[src/rtl/imm_encoder_pkg.sv]
// Shared types and constants for the RV32 R/I/S/B instruction encoder.
// Optional feature macro: ROUNDTRIP_CHECK_EN (adds immediate re-extraction helper).
package imm_encoder_pkg;

    typedef enum logic [1:0] {
        FMT_R = 2'd0,
        FMT_I = 2'd1,
        FMT_S = 2'd2,
        FMT_B = 2'd3
    } fmt_e;

    localparam logic [6:0] OP_R = 7'b0110011;
    localparam logic [6:0] OP_I = 7'b0010011;
    localparam logic [6:0] OP_S = 7'b0100011;
    localparam logic [6:0] OP_B = 7'b1100011;

    localparam int IMM12_MIN = -2048;
    localparam int IMM12_MAX = 2047;
    localparam int IMM13_MIN = -4096;
    localparam int IMM13_MAX = 4094;

`ifdef ROUNDTRIP_CHECK_EN
    function automatic logic [31:0] imm_extract(input logic [1:0] fmt,
                                                input logic [31:0] w);
        logic [31:0] v;
        v = '0;
        case (fmt_e'(fmt))
            FMT_I:   v = {{20{w[31]}}, w[31:20]};
            FMT_S:   v = {{20{w[31]}}, w[31:25], w[11:7]};
            FMT_B:   v = {{19{w[31]}}, w[31], w[7], w[30:25], w[11:8], 1'b0};
            default: v = '0;
        endcase
        return v;
    endfunction
`endif

endpackage

[src/rtl/imm_encoder_pack.sv]
// Combinational field packer for R/I/S/B words with immediate range flag.
// Range limits come from the shared package; R format never flags.
module imm_pack
    import imm_encoder_pkg::*;
(
    input  logic [1:0]  fmt,
    input  logic [6:0]  opcode,
    input  logic [4:0]  rd,
    input  logic [4:0]  rs1,
    input  logic [4:0]  rs2,
    input  logic [2:0]  funct3,
    input  logic [6:0]  funct7,
    input  logic [31:0] imm,
    output logic [31:0] instr,
    output logic        range_err
);

    logic lo12;
    logic hi12;
    logic lo13;
    logic hi13;

    assign lo12 = $signed(imm) < IMM12_MIN;
    assign hi12 = $signed(imm) > IMM12_MAX;
    assign lo13 = $signed(imm) < IMM13_MIN;
    assign hi13 = $signed(imm) > IMM13_MAX;

    // pack fields by format and flag immediates that do not fit
    always_comb begin
        instr     = '0;
        range_err = 1'b0;
        unique case (fmt_e'(fmt))
            FMT_R: begin
                instr = {funct7, rs2, rs1, funct3, rd, opcode};
            end
            FMT_I: begin
                instr     = {imm[11:0], rs1, funct3, rd, opcode};
                range_err = lo12 | hi12;
            end
            FMT_S: begin
                instr     = {imm[11:5], rs2, rs1, funct3, imm[4:0], opcode};
                range_err = lo12 | hi12;
            end
            FMT_B: begin
                instr     = {imm[12], imm[10:5], rs2, rs1, funct3,
                             imm[4:1], imm[11], opcode};
                range_err = lo13 | hi13 | imm[0];
            end
            default: ;
        endcase
    end

endmodule

[src/rtl/imm_encoder.sv]
// Two-stage valid/ready encoder: S1 range check + pack, S2 output register.
// Optional feature macro: ROUNDTRIP_CHECK_EN (sticky rt_fail_o checker).
module imm_encoder
    import imm_encoder_pkg::*;
#(
    parameter int                ADDR_W    = 32,
    parameter logic [ADDR_W-1:0] BASE_ADDR = '0,
    parameter int                ERR_CNT_W = 8
) (
`ifdef ROUNDTRIP_CHECK_EN
    output logic                 rt_fail_o,
`endif
    input  logic                 clk_i,
    input  logic                 rst_i,
    input  logic                 clr_i,
    input  logic                 in_valid_i,
    output logic                 in_ready_o,
    input  logic [1:0]           fmt_i,
    input  logic [6:0]           opcode_i,
    input  logic [4:0]           rd_i,
    input  logic [4:0]           rs1_i,
    input  logic [4:0]           rs2_i,
    input  logic [2:0]           funct3_i,
    input  logic [6:0]           funct7_i,
    input  logic [31:0]          imm_i,
    output logic                 out_valid_o,
    input  logic                 out_ready_i,
    output logic [31:0]          out_instr_o,
    output logic [ADDR_W-1:0]    out_addr_o,
    output logic                 err_o,
    output logic [ERR_CNT_W-1:0] err_cnt_o
);

    logic        live;
    logic        s1_valid;
    logic [31:0] s1_instr;
    logic [31:0] pk_instr;
    logic        pk_err;
    logic        s2_load;
    logic        accept;

    imm_pack u_pack (
        .fmt       (fmt_i),
        .opcode    (opcode_i),
        .rd        (rd_i),
        .rs1       (rs1_i),
        .rs2       (rs2_i),
        .funct3    (funct3_i),
        .funct7    (funct7_i),
        .imm       (imm_i),
        .instr     (pk_instr),
        .range_err (pk_err)
    );

    assign s2_load    = !out_valid_o | out_ready_i;
    assign in_ready_o = live & (!s1_valid | s2_load) & !clr_i;
    assign accept     = in_valid_i & in_ready_o;

    // hold off the input handshake until the first edge after reset release
    always_ff @(posedge clk_i or negedge rst_i) begin
        if (!rst_i) live <= 1'b0;
        else        live <= 1'b1;
    end

    // S1: capture packed word of an in-range bundle
    always_ff @(posedge clk_i or negedge rst_i) begin
        if (!rst_i) begin
            s1_valid <= 1'b0;
            s1_instr <= '0;
        end else if (clr_i) begin
            s1_valid <= 1'b0;
        end else if (accept && !pk_err) begin
            s1_valid <= 1'b1;
            s1_instr <= pk_instr;
        end else if (s2_load) begin
            s1_valid <= 1'b0;
        end
    end

    // S2: output register, held while the consumer stalls
    always_ff @(posedge clk_i or negedge rst_i) begin
        if (!rst_i) begin
            out_valid_o <= 1'b0;
            out_instr_o <= '0;
        end else if (clr_i) begin
            out_valid_o <= 1'b0;
        end else if (s2_load) begin
            out_valid_o <= s1_valid;
            if (s1_valid) out_instr_o <= s1_instr;
        end
    end

    // write address advances by one word per completed output handshake
    always_ff @(posedge clk_i or negedge rst_i) begin
        if (!rst_i)                         out_addr_o <= BASE_ADDR;
        else if (clr_i)                     out_addr_o <= BASE_ADDR;
        else if (out_valid_o && out_ready_i) out_addr_o <= out_addr_o + ADDR_W'(4);
    end

    // reject pulse and saturating reject counter
    always_ff @(posedge clk_i or negedge rst_i) begin
        if (!rst_i) begin
            err_o     <= 1'b0;
            err_cnt_o <= '0;
        end else begin
            err_o <= accept & pk_err;
            if (accept && pk_err && err_cnt_o != '1)
                err_cnt_o <= err_cnt_o + ERR_CNT_W'(1);
        end
    end

`ifdef ROUNDTRIP_CHECK_EN
    logic [31:0] s1_imm;
    logic [1:0]  s1_fmt;
    logic [31:0] s2_imm;
    logic [1:0]  s2_fmt;

    // shadow the immediate and format alongside the packed word
    always_ff @(posedge clk_i or negedge rst_i) begin
        if (!rst_i) begin
            s1_imm <= '0;
            s1_fmt <= '0;
            s2_imm <= '0;
            s2_fmt <= '0;
        end else begin
            if (accept && !pk_err) begin
                s1_imm <= imm_i;
                s1_fmt <= fmt_i;
            end
            if (!clr_i && s2_load && s1_valid) begin
                s2_imm <= s1_imm;
                s2_fmt <= s1_fmt;
            end
        end
    end

    // sticky flag when the emitted word does not decode back to its immediate
    always_ff @(posedge clk_i or negedge rst_i) begin
        if (!rst_i)
            rt_fail_o <= 1'b0;
        else if (clr_i)
            rt_fail_o <= 1'b0;
        else if (out_valid_o && fmt_e'(s2_fmt) != FMT_R &&
                 imm_extract(s2_fmt, out_instr_o) != s2_imm)
            rt_fail_o <= 1'b1;
    end
`endif

endmodule

[config.mk]
export PLATFORM = sky130hd
export DESIGN_NAME = imm_encoder
export DESIGN_NICKNAME = d
export VERILOG_FILES = /design/src/rtl/imm_encoder_pkg.sv /design/src/rtl/imm_encoder_pack.sv /design/src/rtl/imm_encoder.sv
export SDC_FILE = /design/constraint.sdc
export NUM_CORES = 1
export LEC_CHECK = 0
export BUFFER_PORTS_ARGS = -buffer_cell sky130_fd_sc_hd__buf_2
export CORE_UTILIZATION = 58
export CTS_BUF_LIST = sky130_fd_sc_hd__clkbuf_4 sky130_fd_sc_hd__clkbuf_8
export DETAILED_ROUTE_END_ITERATION = 7
export GPL_TIMING_DRIVEN = 0
export MAX_ROUTING_LAYER = met4
export PLACE_DENSITY = 0.94
export SETUP_SLACK_MARGIN = 0.4
export SLEW_MARGIN = 0
export SYNTH_ARGS = -nofsm -noshare
export SYNTH_HDL_FRONTEND = slang
export SYNTH_HIERARCHICAL = 1
export SYNTH_SLANG_ARGS = --single-unit
[constraint.sdc]
create_clock -name clk_i -period 6 [get_ports clk_i]
set_input_delay 1.2 -clock clk_i [delete_from_list [all_inputs] [get_ports clk_i]]
set_output_delay 1.2 -clock clk_i [all_outputs]
set_load 0.01 [all_outputs]
==> results.py, run 1 <==
metrics = {
    "power_and_ir_drop": {
        "p_int_mw": 1.224,
        "seqPwrFrac_pct": 53.8,
        "power_mw": 1.748,
        "p_leak_nw": 3.036,
        "combPwrFrac_pct": 21.0,
        "peakVddDrop_uv": 220.8,
        "total_switching_power_mw": 0.5241,
        "clkPwrFrac_pct": 25.2,
        "p_per_area_mw_per_mm2": 285.1,
        "swShare_pct": 29.97,
    },
    "clock_network": {
        "cts_max_path_buffers": 2,
        "clk_latency_ps": 370,
        "clockRootBuffer": "clkbuf_8",
        "cts_buffers": 9,
        "htreeDepth": 3,
        "cts_tree": "yes",
        "clock_sinks": 106,
        "clk_pin_slew_ps": 100,
        "cts-hold-fix-buffers": 0,
        "cts_resized": 0,
        "post_cts_buffers": 0,
    },
    "setup_path": {
        "worstPathArrival_ps": 3590,
        "cp_max_fo": 10,
        "cp-start-kind": "input pin",
        "cp.required_ps": 6250,
        "r2r_start": "out_addr_o[2]",
        "end_kind": "flip-flop",
        "crit_type": "in2reg",
        "startpoint": "imm_i[12]",
    },
    "synth": {
        "postSynth.asyncResetShare_pct": 100.0,
        "synth_cell_types": 48,
        "synth-simple-area-share_pct": 15.20,
        "ys.flop_type": "dfrtp_1",
        "yosys.area_share.adder_pct": 1.466,
        "synth_compound_area_share_pct": 7.405,
        "yosys_warnings": 6,
        "yosys_register_bits": 106,
        "syn_avg_cell_area_um2": 11.51,
        "synthXorXnorAreaFrac_pct": 2.395,
        "synth_top_family_by_area": "multiplexers",
        "synthMuxAreaShare_pct": 16.72,
        "seq_area_frac_synth_pct": 51.81,
        "synth_edf_count": 0,
        "synth_area_mm2": 0.005120,
        "synthesis.instances": 445,
    },
    "detailed_routing": {
        "routed_via_density": 5.750,
        "drcViolationCount": 0,
        "drtIter0Drc": 180,
        "num_vias": 3996,
        "first_pass_iters": 5,
        "wire_per_inst_um": 16.25,
        "ant_nets": 0,
        "totalWireLength_mm": 11.29,
    },
    "die": {
        "num_rows": 33,
        "core_area_mm2": 0.008382,
        "die_area_mm2": 0.009207,
        "start_util_pct": 61.08,
        "die_x_um": 95.96,
        "die_height_um": 95.96,
        "io_pins": 146,
    },
    "global_routing": {
        "grt_use_total_pct": 27.08,
        "grt_max_degree": 59,
        "grt_pass1_wl_mm": 18.33,
        "antenna_found_initial": 0,
        "grt.overflow.total": 0,
        "grt_pass1_vias": 4015,
    },
    "job": {
        "maxCapViolations": 0,
    },
    "sta": {
        "holdWs_ps": 486.2,
        "period_share_pct": 55.75,
        "fin_crit_ps": 3345,
        "max_freq_mhz": 299.0,
        "tightest_slew_ps": 700.3,
        "hold_viol_final": 0,
        "finalSetupTns_ps": 0,
        "setup_viol": 0,
        "rsz0062_at_grt": "no",
        "fin_skew_ps": 22.18,
        "drv_slew": 0,
        "relSlewSlack_pct": 53.21,
    },
    "place": {
        "place_congestion": 0.9233,
        "place_hpwl_mm": 8.677,
        "numPortBuffers": 127,
        "dp_cells": 679,
    },
    "min_path": {
        "hold_path_class": "reg2reg",
        "holdCritStartpoint": "err_cnt_o[4]",
    },
    "finish": {
        "drive_gt1_share_pct": 42.88,
        "layoutNonFillerInstCount": 695,
        "n_antenna_cell": 0,
        "synthToLayoutAreaGrowth_pct": 19.79,
        "post-route-util_pct": 73.18,
        "fin_nets": 662,
    },
    "run_status": {
        "outcome": "finished clean",
    },
}
==> routing by layer <==
metal,GRT usage (%),vias to the layer above,part of all wire [%]
met4,14.30,0,3.0
li1,-,1889,-
met1,31.74,1948,41
met2,44.17,124,52
met5,-,-,0
met3,5.450,35,4.2
==> sequential cells by signal, summed over array words and instances (netlist names) <==
register / count
err_cnt_o: 8
err_o: 1
live: 1
out_addr_o: 30
out_instr_o: 32
out_valid_o: 1
s1_instr: 32
s1_valid: 1
==> per-stage QoR <==
step | worst slack [ps] | cell area, um^2
2_1_floorplan | 2761 | 5124
3_3_place_gp | 2276 | 5891
3_5_place_dp | 2236 | 5921
4_1_cts | 2644 | 6133
5_1_grt | 2501 | 6133
6_report | 2655 | 6133
==> power by group through the flow <==
| stage | combinational (mW) | clock (mW) | sequential (mW) |
|---|---|---|---|
| floorplan | 0.177 | 0 | 0.975 |
| global placement | 0.349 | 0 | 0.942 |
| detailed placement | 0.370 | 0 | 0.958 |
| CTS | 0.371 | 0.454 | 0.943 |
| global route | 0.399 | 0.484 | 0.961 |
| finish | 0.367 | 0.441 | 0.940 |
==> cell families after synthesis <==
logic type / Yosys count
AO/OA/AOI/OAI: 58
AND/OR/NAND/NOR: 139
XOR/XNOR: 14
multiplexers: 76
buffers and inverters: 44
other: 2
flip-flops: 106
adder cells (fa/ha/maj): 6
==> synth_stat cells, types with 2 or more instances <==
master,instances,area [um^2]
inv_1,8,30.03
o21ai_0,9,45.04
mux2_2,73,822.0
buf_4,17,127.6
xor2_1,11,96.34
ha_1,6,75.07
nand4_1,11,68.82
o31ai_1,10,75.07
o21ai_1,4,20.02
nand3_1,19,95.09
a21oi_1,16,80.08
and3_1,7,43.79
a2111oi_0,3,26.28
nor4_1,10,62.56
and4_1,3,26.28
nor3_1,2,10.01
nand2_1,32,120.1
xnor2_1,3,26.28
nor4_2,3,37.54
conb_1,2,7.510
a22o_1,5,43.79
a311oi_1,2,17.52
buf_2,10,50.05
or3_1,5,31.28
dfrtp_1,106,2653
nand4_2,2,25.02
clkbuf_1,7,26.28
nor2b_1,10,62.56
nor2_1,19,71.32
mux2_1,3,33.78
or4_1,10,75.07
==> worst paths after layout <==
check	to	slack (ps)	depth (start not counted)
setup / recovery	s1_instr[23]	2660	9
hold / removal	err_cnt_o[4]	490	1
setup reg to reg	out_addr_o[26]	3790	6
hold reg to reg	err_cnt_o[4]	490	1
max in group asynchronous	out_instr_o[14]	4450	2
min in group asynchronous	out_instr_o[29]	850	1
==> area by class of cell <==
| type | count | area (um^2) |
|---|---|---|
| buffer | 36 | 219.0 |
| clock buffer | 9 | 123.9 |
| clock inverter | 7 | 88.84 |
| fill | 599 | 2248 |
| inverter | 8 | 30.03 |
| multi-input combinational | 296 | 2222 |
| sequential | 106 | 2653 |
| tap | 105 | 131.4 |
| timing repair buffer | 128 | 665.6 |
==> worst max-delay path, cell delays in order <==
cell and delay (ps):
buf_2 110, nand4_1 90, or3_1 390, nor3_2 230, a2111oi_1 110, a311o_1 390, nor2_1 360, buf_2 330
mux2_2 370
==> layout by cell type (no fill, tap or decap), drive strengths merged, types with 7 or more instances in the layout <==
cell type,n
a21oi,17
and3,7
buf,157
clkbuf,16
dfrtp,106
inv,11
mux2,76
nand2,32
nand3,19
nand4,13
nor2,19
nor2b,10
nor4,13
o21ai,13
o31ai,10
or4,10
xor2,11
(Power assumes the default switching activity.)
==> run 2, diff against run 1 <==
--- a/config.mk
+++ b/config.mk
@@ -6,12 +6,12 @@
 export NUM_CORES = 1
 export LEC_CHECK = 0
 export BUFFER_PORTS_ARGS = -buffer_cell sky130_fd_sc_hd__buf_2
-export CORE_UTILIZATION = 58
+export CORE_UTILIZATION = 54
 export CTS_BUF_LIST = sky130_fd_sc_hd__clkbuf_4 sky130_fd_sc_hd__clkbuf_8
 export DETAILED_ROUTE_END_ITERATION = 7
 export GPL_TIMING_DRIVEN = 0
 export MAX_ROUTING_LAYER = met4
-export PLACE_DENSITY = 0.94
+export PLACE_DENSITY = 0.88
 export SETUP_SLACK_MARGIN = 0.4
 export SLEW_MARGIN = 0
 export SYNTH_ARGS = -nofsm -noshare
==> constraint.sdc (replaced) <==
create_clock -name clk_i -period 3.5 [get_ports clk_i]
set_input_delay 0.7 -clock clk_i [delete_from_list [all_inputs] [get_ports clk_i]]
set_output_delay 0.7 -clock clk_i [all_outputs]
set_load 0.01 [all_outputs]
==> results.py, run 2 (synthesis results as in run 1) <==
metrics = {
    "run_status": {
        "outcome": "finished clean",
    },
    "finish": {
        "synthToLayoutAreaGrowth_pct": 20.36,
        "fin_nets": 662,
        "finalInstanceArea_mm2": 0.006162,
        "post-route-util_pct": 67.01,
        "drive_gt1_share_pct": 43.05,
        "final_common_cell": "buf_2",
        "n_antenna_cell": 0,
        "largest_registers": "out_instr_o x32, s1_instr x32, out_addr_o x30",
        "layout_common_cells": "buf_2, dfrtp_1, mux2_2, nand2_1, nand3_1",
        "num-fill-cells": 716,
    },
    "die": {
        "io_pins": 146,
        "die_x_um": 99.37,
        "core_area_mm2": 0.009196,
        "die_height_um": 99.37,
        "num_rows": 35,
        "die_area_mm2": 0.009874,
        "start_util_pct": 55.67,
    },
    "sta": {
        "tightest_slew_ps": 729.2,
        "period_share_pct": 78.71,
        "drv_slew": 0,
        "relSlewSlack_pct": 51.28,
        "max_freq_mhz": 363.0,
        "fin_skew_ps": 16.95,
        "holdWs_ps": 366.7,
        "setup_slack_ps": 745.3,
        "fin_crit_ps": 2755,
        "finalSetupTns_ps": 0,
        "hold_viol_final": 0,
        "setup_viol": 0,
        "rsz0062_at_grt": "no",
    },
    "clock_network": {
        "clk_latency_ps": 370,
        "clock_sinks": 106,
        "htreeDepth": 3,
        "clk_pin_slew_ps": 100,
        "clockRootBuffer": "clkbuf_8",
        "cts_max_path_buffers": 2,
        "cts_buffers": 9,
        "cts_tree": "yes",
    },
    "power_and_ir_drop": {
        "swShare_pct": 28.15,
        "total_switching_power_mw": 0.8720,
        "seqPwrFrac_pct": 52.1,
        "peakVddDrop_uv": 311.2,
        "clkPwrFrac_pct": 27.7,
        "combPwrFrac_pct": 20.2,
        "p_per_area_mw_per_mm2": 502.8,
        "p_int_mw": 2.226,
        "p_leak_nw": 3.044,
    },
    "detailed_routing": {
        "drtIter0Drc": 187,
        "wire_per_inst_um": 16.78,
        "ant_nets": 0,
        "drcViolationCount": 0,
        "totalWireLength_mm": 11.76,
        "routed_via_density": 5.820,
        "first_pass_iters": 5,
        "num_vias": 4080,
    },
    "global_routing": {
        "grt_use_total_pct": 25.90,
        "grt.overflow.total": 0,
        "grt_max_degree": 56,
        "antenna_found_initial": 0,
        "grt_pass1_vias": 4057,
        "grt_pass1_wl_mm": 19.54,
    },
    "setup_path": {
        "cp.required_ps": 3760,
        "crit_type": "in2reg",
        "r2r_end": "out_addr_o[26]",
        "end_kind": "flip-flop",
        "worstPathArrival_ps": 3010,
        "reg2reg_depth": 6,
        "r2r_start": "out_addr_o[3]",
        "cp-start-kind": "input pin",
        "cp_max_fo": 10,
        "r2r_slack_ps": 1280,
    },
    "job": {
        "maxCapViolations": 0,
    },
    "min_path": {
        "hold_path_class": "in2async",
    },
    "place": {
        "place_worst_setup_slack_ps": 238.2,
        "placed_cell_area_mm2": 0.005928,
        "place_congestion": 0.9131,
        "numPortBuffers": 127,
        "place_hpwl_mm": 8.777,
    },
}
-- run 2: routing by layer --
| layer | track usage (%) | part of all wire, % |
|---|---|---|
| met5 | - | 0 |
| met3 | 4.287 | 5.2 |
| met4 | 9.955 | 2.2 |
| met2 | 44.23 | 53 |
| met1 | 30.84 | 40 |
-- run 2: power groups by stage --
stage | Clock (mW) | Combinational, mW | Sequential (mW)
floorplan | 0 | 0.304 | 1.67
global route | 0.920 | 0.680 | 1.65
global placement | 0 | 0.600 | 1.62
finish | 0.858 | 0.626 | 1.61
detailed placement | 0 | 0.633 | 1.64
CTS | 0.882 | 0.635 | 1.62
-- run 2: final cells by class --
cell class	count	area (um^2)	area share, %
Tap cell	111	138.9	2.254
Inverter	8	30.03	0.4873
Buffer	36	219.0	3.553
Clock buffer	9	123.9	2.010
Sequential cell	106	2653	43.05
Clock inverter	7	107.6	1.746
Multi-Input combinational cell	296	2225	36.10
Timing Repair Buffer	128	665.6	10.80
-- run 2: worst max-delay path, stage by stage --
cell and delay (ps):
buf_2 110, nand4_1 90, or3_1 400, nor3_2 240
a2111oi_1 110, a311o_1 390, nor2_2 250, buf_2 320
mux2_2 380
-- run 2: timing repair --
| action | in CTS | in global routing |
|---|---|---|
| hold buffers | 0 | 0 |
| resized for setup | 0 | 1 |
| buffers inserted | 0 | 0 |
| setup endpoints to repair | 0 | 5 |
-- run 2: metrics by stage --
stage | cells | power, mW
2_1_floorplan | 446 | 1.976
3_3_place_gp | 684 | 2.219
3_5_place_dp | 685 | 2.273
4_1_cts | 701 | 3.134
5_1_grt | 701 | 3.250
6_report | 701 | 3.098
-- run 2: worst max-delay path by stage --
stage                          from  cells after the start  slack [ps]      endpoint
after floorplan           imm_i[12]                      8         760  s1_instr[10]
after global placement    imm_i[12]                      9         260  s1_instr[16]
after detailed placement  imm_i[12]                      9         240   s1_instr[5]
after CTS                 imm_i[12]                      9         650  s1_instr[17]
after global routing      imm_i[20]                      9         530   s1_instr[8]
final                     imm_i[12]                      9         750   s1_instr[5]
